### src/rtl/romreset_sequencer.sv
// rtl/romreset_sequencer.sv - boot sequencer issuing reset ROM words to decode before main fetch
module romreset_sequencer #(
    parameter int RST_LEN = 3,
    parameter int ADDR_W  = 3,
    parameter int INST_W  = 19
) (
    input  logic              clk,
    input  logic              rst,
    input  logic              start,
    output logic [ADDR_W-1:0] rom_addr,
    input  logic [INST_W-1:0] rom_dout,
    output logic [INST_W-1:0] inst,
    output logic              inst_valid,
    input  logic              inst_ready,
    output logic              busy,
    output logic              done,
    output logic              main_en
);

    typedef enum logic [1:0] {
        S_LOAD   = 2'd0,
        S_VALID  = 2'd1,
        S_FINISH = 2'd2,
        S_RUN    = 2'd3
    } state_t;

    localparam logic [ADDR_W-1:0] LAST_ADDR = ADDR_W'(RST_LEN - 1);

    state_t              state;
    state_t              state_nxt;
    logic [ADDR_W-1:0]   addr_nxt;
    logic [INST_W-1:0]   inst_nxt;
    logic                valid_nxt;
    logic                handshake;

    assign handshake = inst_valid & inst_ready;

    always_ff @(posedge clk or posedge rst) begin
        if (rst) begin
            state      <= S_LOAD;
            rom_addr   <= '0;
            inst       <= '0;
            inst_valid <= 1'b0;
        end else begin
            state      <= state_nxt;
            rom_addr   <= addr_nxt;
            inst       <= inst_nxt;
            inst_valid <= valid_nxt;
        end
    end

    always_comb begin
        state_nxt = state;
        addr_nxt  = rom_addr;
        inst_nxt  = inst;
        valid_nxt = inst_valid;
        case (state)
            S_LOAD: begin
                inst_nxt  = rom_dout;
                valid_nxt = 1'b1;
                state_nxt = S_VALID;
            end
            S_VALID: begin
                if (handshake) begin
                    valid_nxt = 1'b0;
                    // Last word wraps the address home so RUN always presents address 0
                    if (rom_addr == LAST_ADDR) begin
                        addr_nxt  = '0;
                        state_nxt = S_FINISH;
                    end else begin
                        addr_nxt  = rom_addr + ADDR_W'(1);
                        state_nxt = S_LOAD;
                    end
                end
            end
            S_FINISH: begin
                state_nxt = S_RUN;
            end
            S_RUN: begin
                addr_nxt  = '0;
                valid_nxt = 1'b0;
                if (start) begin
                    state_nxt = S_LOAD;
                end
            end
            default: begin
                state_nxt = S_LOAD;
                addr_nxt  = '0;
                valid_nxt = 1'b0;
            end
        endcase
    end

    assign done    = (state == S_FINISH);
    assign main_en = (state == S_RUN);
    assign busy    = (state != S_RUN);

endmodule

### config.mk
export PLATFORM = sky130hd
export DESIGN_NAME = romreset_sequencer
export DESIGN_NICKNAME = d
export VERILOG_FILES = /design/src/rtl/romreset_sequencer.sv
export SDC_FILE = /design/constraint.sdc
export NUM_CORES = 1
export LEC_CHECK = 0
export BUFFER_PORTS_ARGS = -buffer_cell sky130_fd_sc_hd__buf_2
export CAP_MARGIN = 20
export CORE_ASPECT_RATIO = 1.5
export CORE_MARGIN = 4
export CORE_UTILIZATION = 43
export CTS_BUF_LIST = sky130_fd_sc_hd__clkbuf_4 sky130_fd_sc_hd__clkbuf_8
export DETAILED_ROUTE_END_ITERATION = 7
export PLACE_DENSITY = 0.77
export SETUP_SLACK_MARGIN = 0.2
export SYNTH_ARGS = -nofsm -noshare
export SYNTH_HDL_FRONTEND = slang
export SYNTH_SLANG_ARGS = --single-unit
export TNS_END_PERCENT = 20
### constraint.sdc
create_clock -name clk -period 1.15 [get_ports clk]
set_input_delay 0.115 -clock clk [delete_from_list [all_inputs] [get_ports clk]]
set_output_delay 0.115 -clock clk [all_outputs]
set_load 0.05 [all_outputs]
# After elaboration in Yosys (flattened, before gate mapping)
# Cells that the tools add are included.
# totals
ff_bits,25
out_inout_bits,26
wordCells,28
inputBits,23
# op_classes
muxes,9
reduce_logical,6
n_bitwise,1
eq_ne,7
n_addsub,1
# op_table
op,count
2-bit one-hot mux with 4 select lines,1
2-bit two-way mux,3
3-bit two-way mux,2
"2-bit inequality test, second input constant",3
3-bit one-hot mux with 2 select lines,1
2-bit AND reduction,3
"2-bit == test, second input constant",2
"3-bit by 1-bit adder with 3-bit output, second input constant",1
"3-bit by 2-bit == test with 1-bit output, second input constant",1
1-bit one-hot mux with 3 select lines,1
3-bit nonzero test,1
"2-bit by 1-bit == test with 1-bit output, second input constant",1
2-bit zero test,1
2-bit nonzero test,1
1-bit AND,1
1-bit two-way mux,1

# Logic depth before layout (Yosys ltp)
# depth
word_depth,4
depth_mapped,4
depth_no_buf,3

# Least setup slack after synthesis
# Ideal clock, no wire load.
# synth_timing
kind,reg2reg
startpoint,reg inst_valid
endpoint,reg rom_addr[1]
setup_slack_ps,-203
path_buffers,0
synth_period_minus_slack_ps,1353
required_time_ps,1054
stages_incl_launch_ff,4
t_arrival_ps,1258
cell_sequence,dfrtp_1 and3_4 a21oi_2 a311oi_2
# synth_via
elab_chain_len,3
# synth_lines
element,line_no,text
from (decl),13,"output logic inst_valid,"
from (signal assigned),48,inst_valid <= valid_nxt;
1-bit AND,36,assign handshake = inst_valid & inst_ready;
2-bit inequality test (no source line),-,
2-bit AND reduction (no source line),-,
to (signal assigned),46,rom_addr <= addr_nxt;
to (decl),10,"output logic [ADDR_W-1:0] rom_addr,"
# No other way between the ends.
# A chain may end at the register's enable or synchronous reset.

# Worst setup path after layout
# layout_timing
startpoint,reg state[0]
endpoint,out done
# layout_via
elab_chain_len,1
# layout_lines
element,line_no,text
from (decl),29,state_t state;
from (signal assigned),45,state <= state_nxt;
2-bit == test,94,assign done = (state == S_FINISH);
to (decl),16,"output logic done,"
# No other way between the ends.

==> flow_summary.json <==
{
  "area_delta_synth_final_pct": 72.4,
  "status": "finished with violations",
  "drcViolationCount": 0,
  "grt_max_degree": 26,
  "drive_gt1_share_pct": 72.2,
  "maxSlewViolCount": 0,
  "cellLeakagePower_nw": 0.884,
  "track_usage_pct": 15.7,
  "wl_per_cell_microns": 16.4,
  "fin_util_pct": 80.2,
  "dp_hpwl_mm": 1.71,
  "arrival_ns": 1.25,
  "antenna_left": 0,
  "fin_crit_sh_pct": 118,
  "mostFrequentLayoutCell": "buf_6",
  "crit_path_start_kind": "flop",
  "core_sq_um": 2310,
  "clk_pin_slew_ns": 0.13,
  "syn_nets": 98,
  "avgSynthCellArea_sq_um": 14.3,
  "crit_type": "flop to output port",
  "die-height_microns": 69.3,
  "drv_cap": 0,
  "antenna_found_initial": 0,
  "fmax_mhz": 735,
  "gr-total-overflow": 0,
  "crit_chain": "buf_6 -> and2b_2 -> buf_8",
  "p_sw_share_pct": 45.9,
  "dr.pass1.iters": 3,
  "slew_headroom_pct": 79.5,
  "clkPwrFrac_pct": 6.2,
  "cts-buffers-inserted": 3,
  "via_per_inst": 5.19,
  "pwr-share-seq_pct": 25.8,
  "violations": "setup timing",
  "worst_slew_pin_slew_ns": 0.307,
  "nets": 168,
  "die_area_sq_um": 3380,
  "hp-start": "rom_dout[10]",
  "h-tree-depth": 1,
  "ys_ff_latch": 25,
  "dieWidth_microns": 48.8,
  "num_rows": 21,
  "ys_seq_area_share_pct": 58.1,
  "synth_edf_count": 0,
  "synth_area_sq_um": 1080,
  "cts_num_sinks": 25,
  "comb_power_share_pct": 68.0,
  "place.gp.congestion": 0.761,
  "final_hold_viol_count": 0,
  "post_dp_cell_area_sq_um": 1430,
  "clk_latency_ns": 0.32,
  "synth_ff_type": "dfrtp_1",
  "final_area_sq_um": 1860,
  "cp-end-kind": "output port",
  "dp.cells": 150,
  "cts_buffer_depth": 2,
  "cp_data_required_time_ns": 1.03,
  "cts-root-buf": "clkbuf_4",
  "power_density_nw_per_um2": 3590,
  "ir_worst_vdd_mv": 2.30,
  "hp-class": "input pin to flop",
  "numPortBuffers": 48,
  "crit_start": "state[0]$_DFFE_PP0P_",
  "finalPower_mw": 6.66,
  "fin_cells": 167,
  "synth_warnings": 0,
  "period_minus_slack_ns": 1.36,
  "setup_viol": 23,
  "antenna_cells": 0,
  "drt_wl_total_mm": 2.74,
  "grt_pass1_wl_mm": 4.24,
  "power.internal_mw": 3.61,
  "cts_tree": "yes",
  "dp_slack_ns": -0.0634,
  "crit_family": "flip-flops",
  "rsz0062_at_grt": "yes",
  "vias": 867,
  "crit_fanout": 4,
  "synth_cell_types": 24,
  "initial_core_util_pct": 46.5,
  "cp_slowest_cell": "dfrtp_2",
  "netSwitchingPower_mw": 3.06,
  "cp.buffers_inverters": 2,
  "detail_route.iter0.violations": 6,
  "worst_slack_ns": -0.211,
  "syn_inst": 75,
  "grt_pass1_vias": 928,
  "slowest_delay_ns": 0.45,
  "final_cell_mix": "buf_6 (25), buf_2 (22), mux2_4 (19), dfrtp_1 (19)",
  "skew_ns": 0.00564,
  "async_flop_share_pct": 100,
  "io_pins": 49
}
final timing paths:
path | end | slack [ns] | cells past startpoint
max in group asynchronous | inst_valid$_DFFE_PP0P_ | 0.51 | 4
hold / removal | inst[10]$_DFFE_PP0N_ | 0.01 | 2
setup / recovery | done | -0.21 | 3
setup reg to reg | inst[18]$_DFFE_PP0N_ | -0.16 | 4
min in group asynchronous | inst[11]$_DFFE_PP0N_ | 0.38 | 4
hold reg to reg | inst[3]$_DFFE_PP0N_ | 0.55 | 1
layer usage:
layer,global-route usage (%),routed length [microns],vias up
met5,0,0,-
met4,5.99,39,0
met3,3.44,159,5
met2,27.8,1510,33
met1,17.8,1020,432
li1,-,-,397
cell families (layout without fill, tap and decap cells):
family | after synthesis | count (layout) | share of synthesized area, %
muxes | 19 | 19 | 19.9
and+or+nand+nor | 11 | 11 | 8.02
AOI/OAI and AO/OA | 11 | 11 | 7.79
DFF | 25 | 25 | 58.1
buffers and inverters | 9 | 78 | 6.16
power by group through the flow:
stage	combinational, mW	sequential (mW)	clock [mW]
finish	4.53	1.72	0.416
global route	4.69	1.77	0.467
CTS	4.41	1.70	0.414
detailed placement	3.43	1.65	0
global placement	3.37	1.63	0
floorplan	1.43	2.94	0
worst reg2reg max path, stage by stage, from the launching register on:
cell and delay, ns:
dfrtp_2 0.46, buf_6 0.15, nor2_8 0.15, buf_12 0.16
mux2_4 0.30
synth_stat cells, types with 2 or more instances:
cell type   n  area, sq um
buf_6       2         22.5
a21oi_1     3         15.0
nand2_1     3         11.3
dfrtp_1    25          626
mux2_2     19          214
inv_1       5         18.8
per-stage QoR:
| step | hold WS, ns | setup TNS, ns |
|---|---|---|
| floorplan | 0.142 | -1.02 |
| global placement | 0.171 | -0.641 |
| detailed placement | 0.180 | -1.06 |
| CTS | 0.0171 | -3.04 |
| global route | 0.000240 | -3.92 |
| finish | 0.0129 | -3.14 |
final cells by class:
class / count / area [sq um]
timing repair buffer: 69 / 644
fill: 126 / 457
inverter: 5 / 22.5
clock buffer: 4 / 30.0
sequential: 25 / 633
tap: 23 / 28.8
multi-input combinational: 41 / 497
sequential cells by signal, summed over array words and instances (netlist names), named ones only:
name,cells
state,1
rom_addr,3
inst,19
inst_valid,1
what timing repair did:
| item | 4_1_cts | 5_1_grt |
|---|---|---|
| setup buffers | 6 | 0 |
| pin swaps | 9 | 8 |
| hold buffers | 2 | 5 |
| resized for setup | 78 | 7 |
| endpoints found under the setup margin | 51 | 51 |
| endpoints found under the hold margin | 26 | 5 |
No activity file was read; power rests on OpenSTA's default activity.
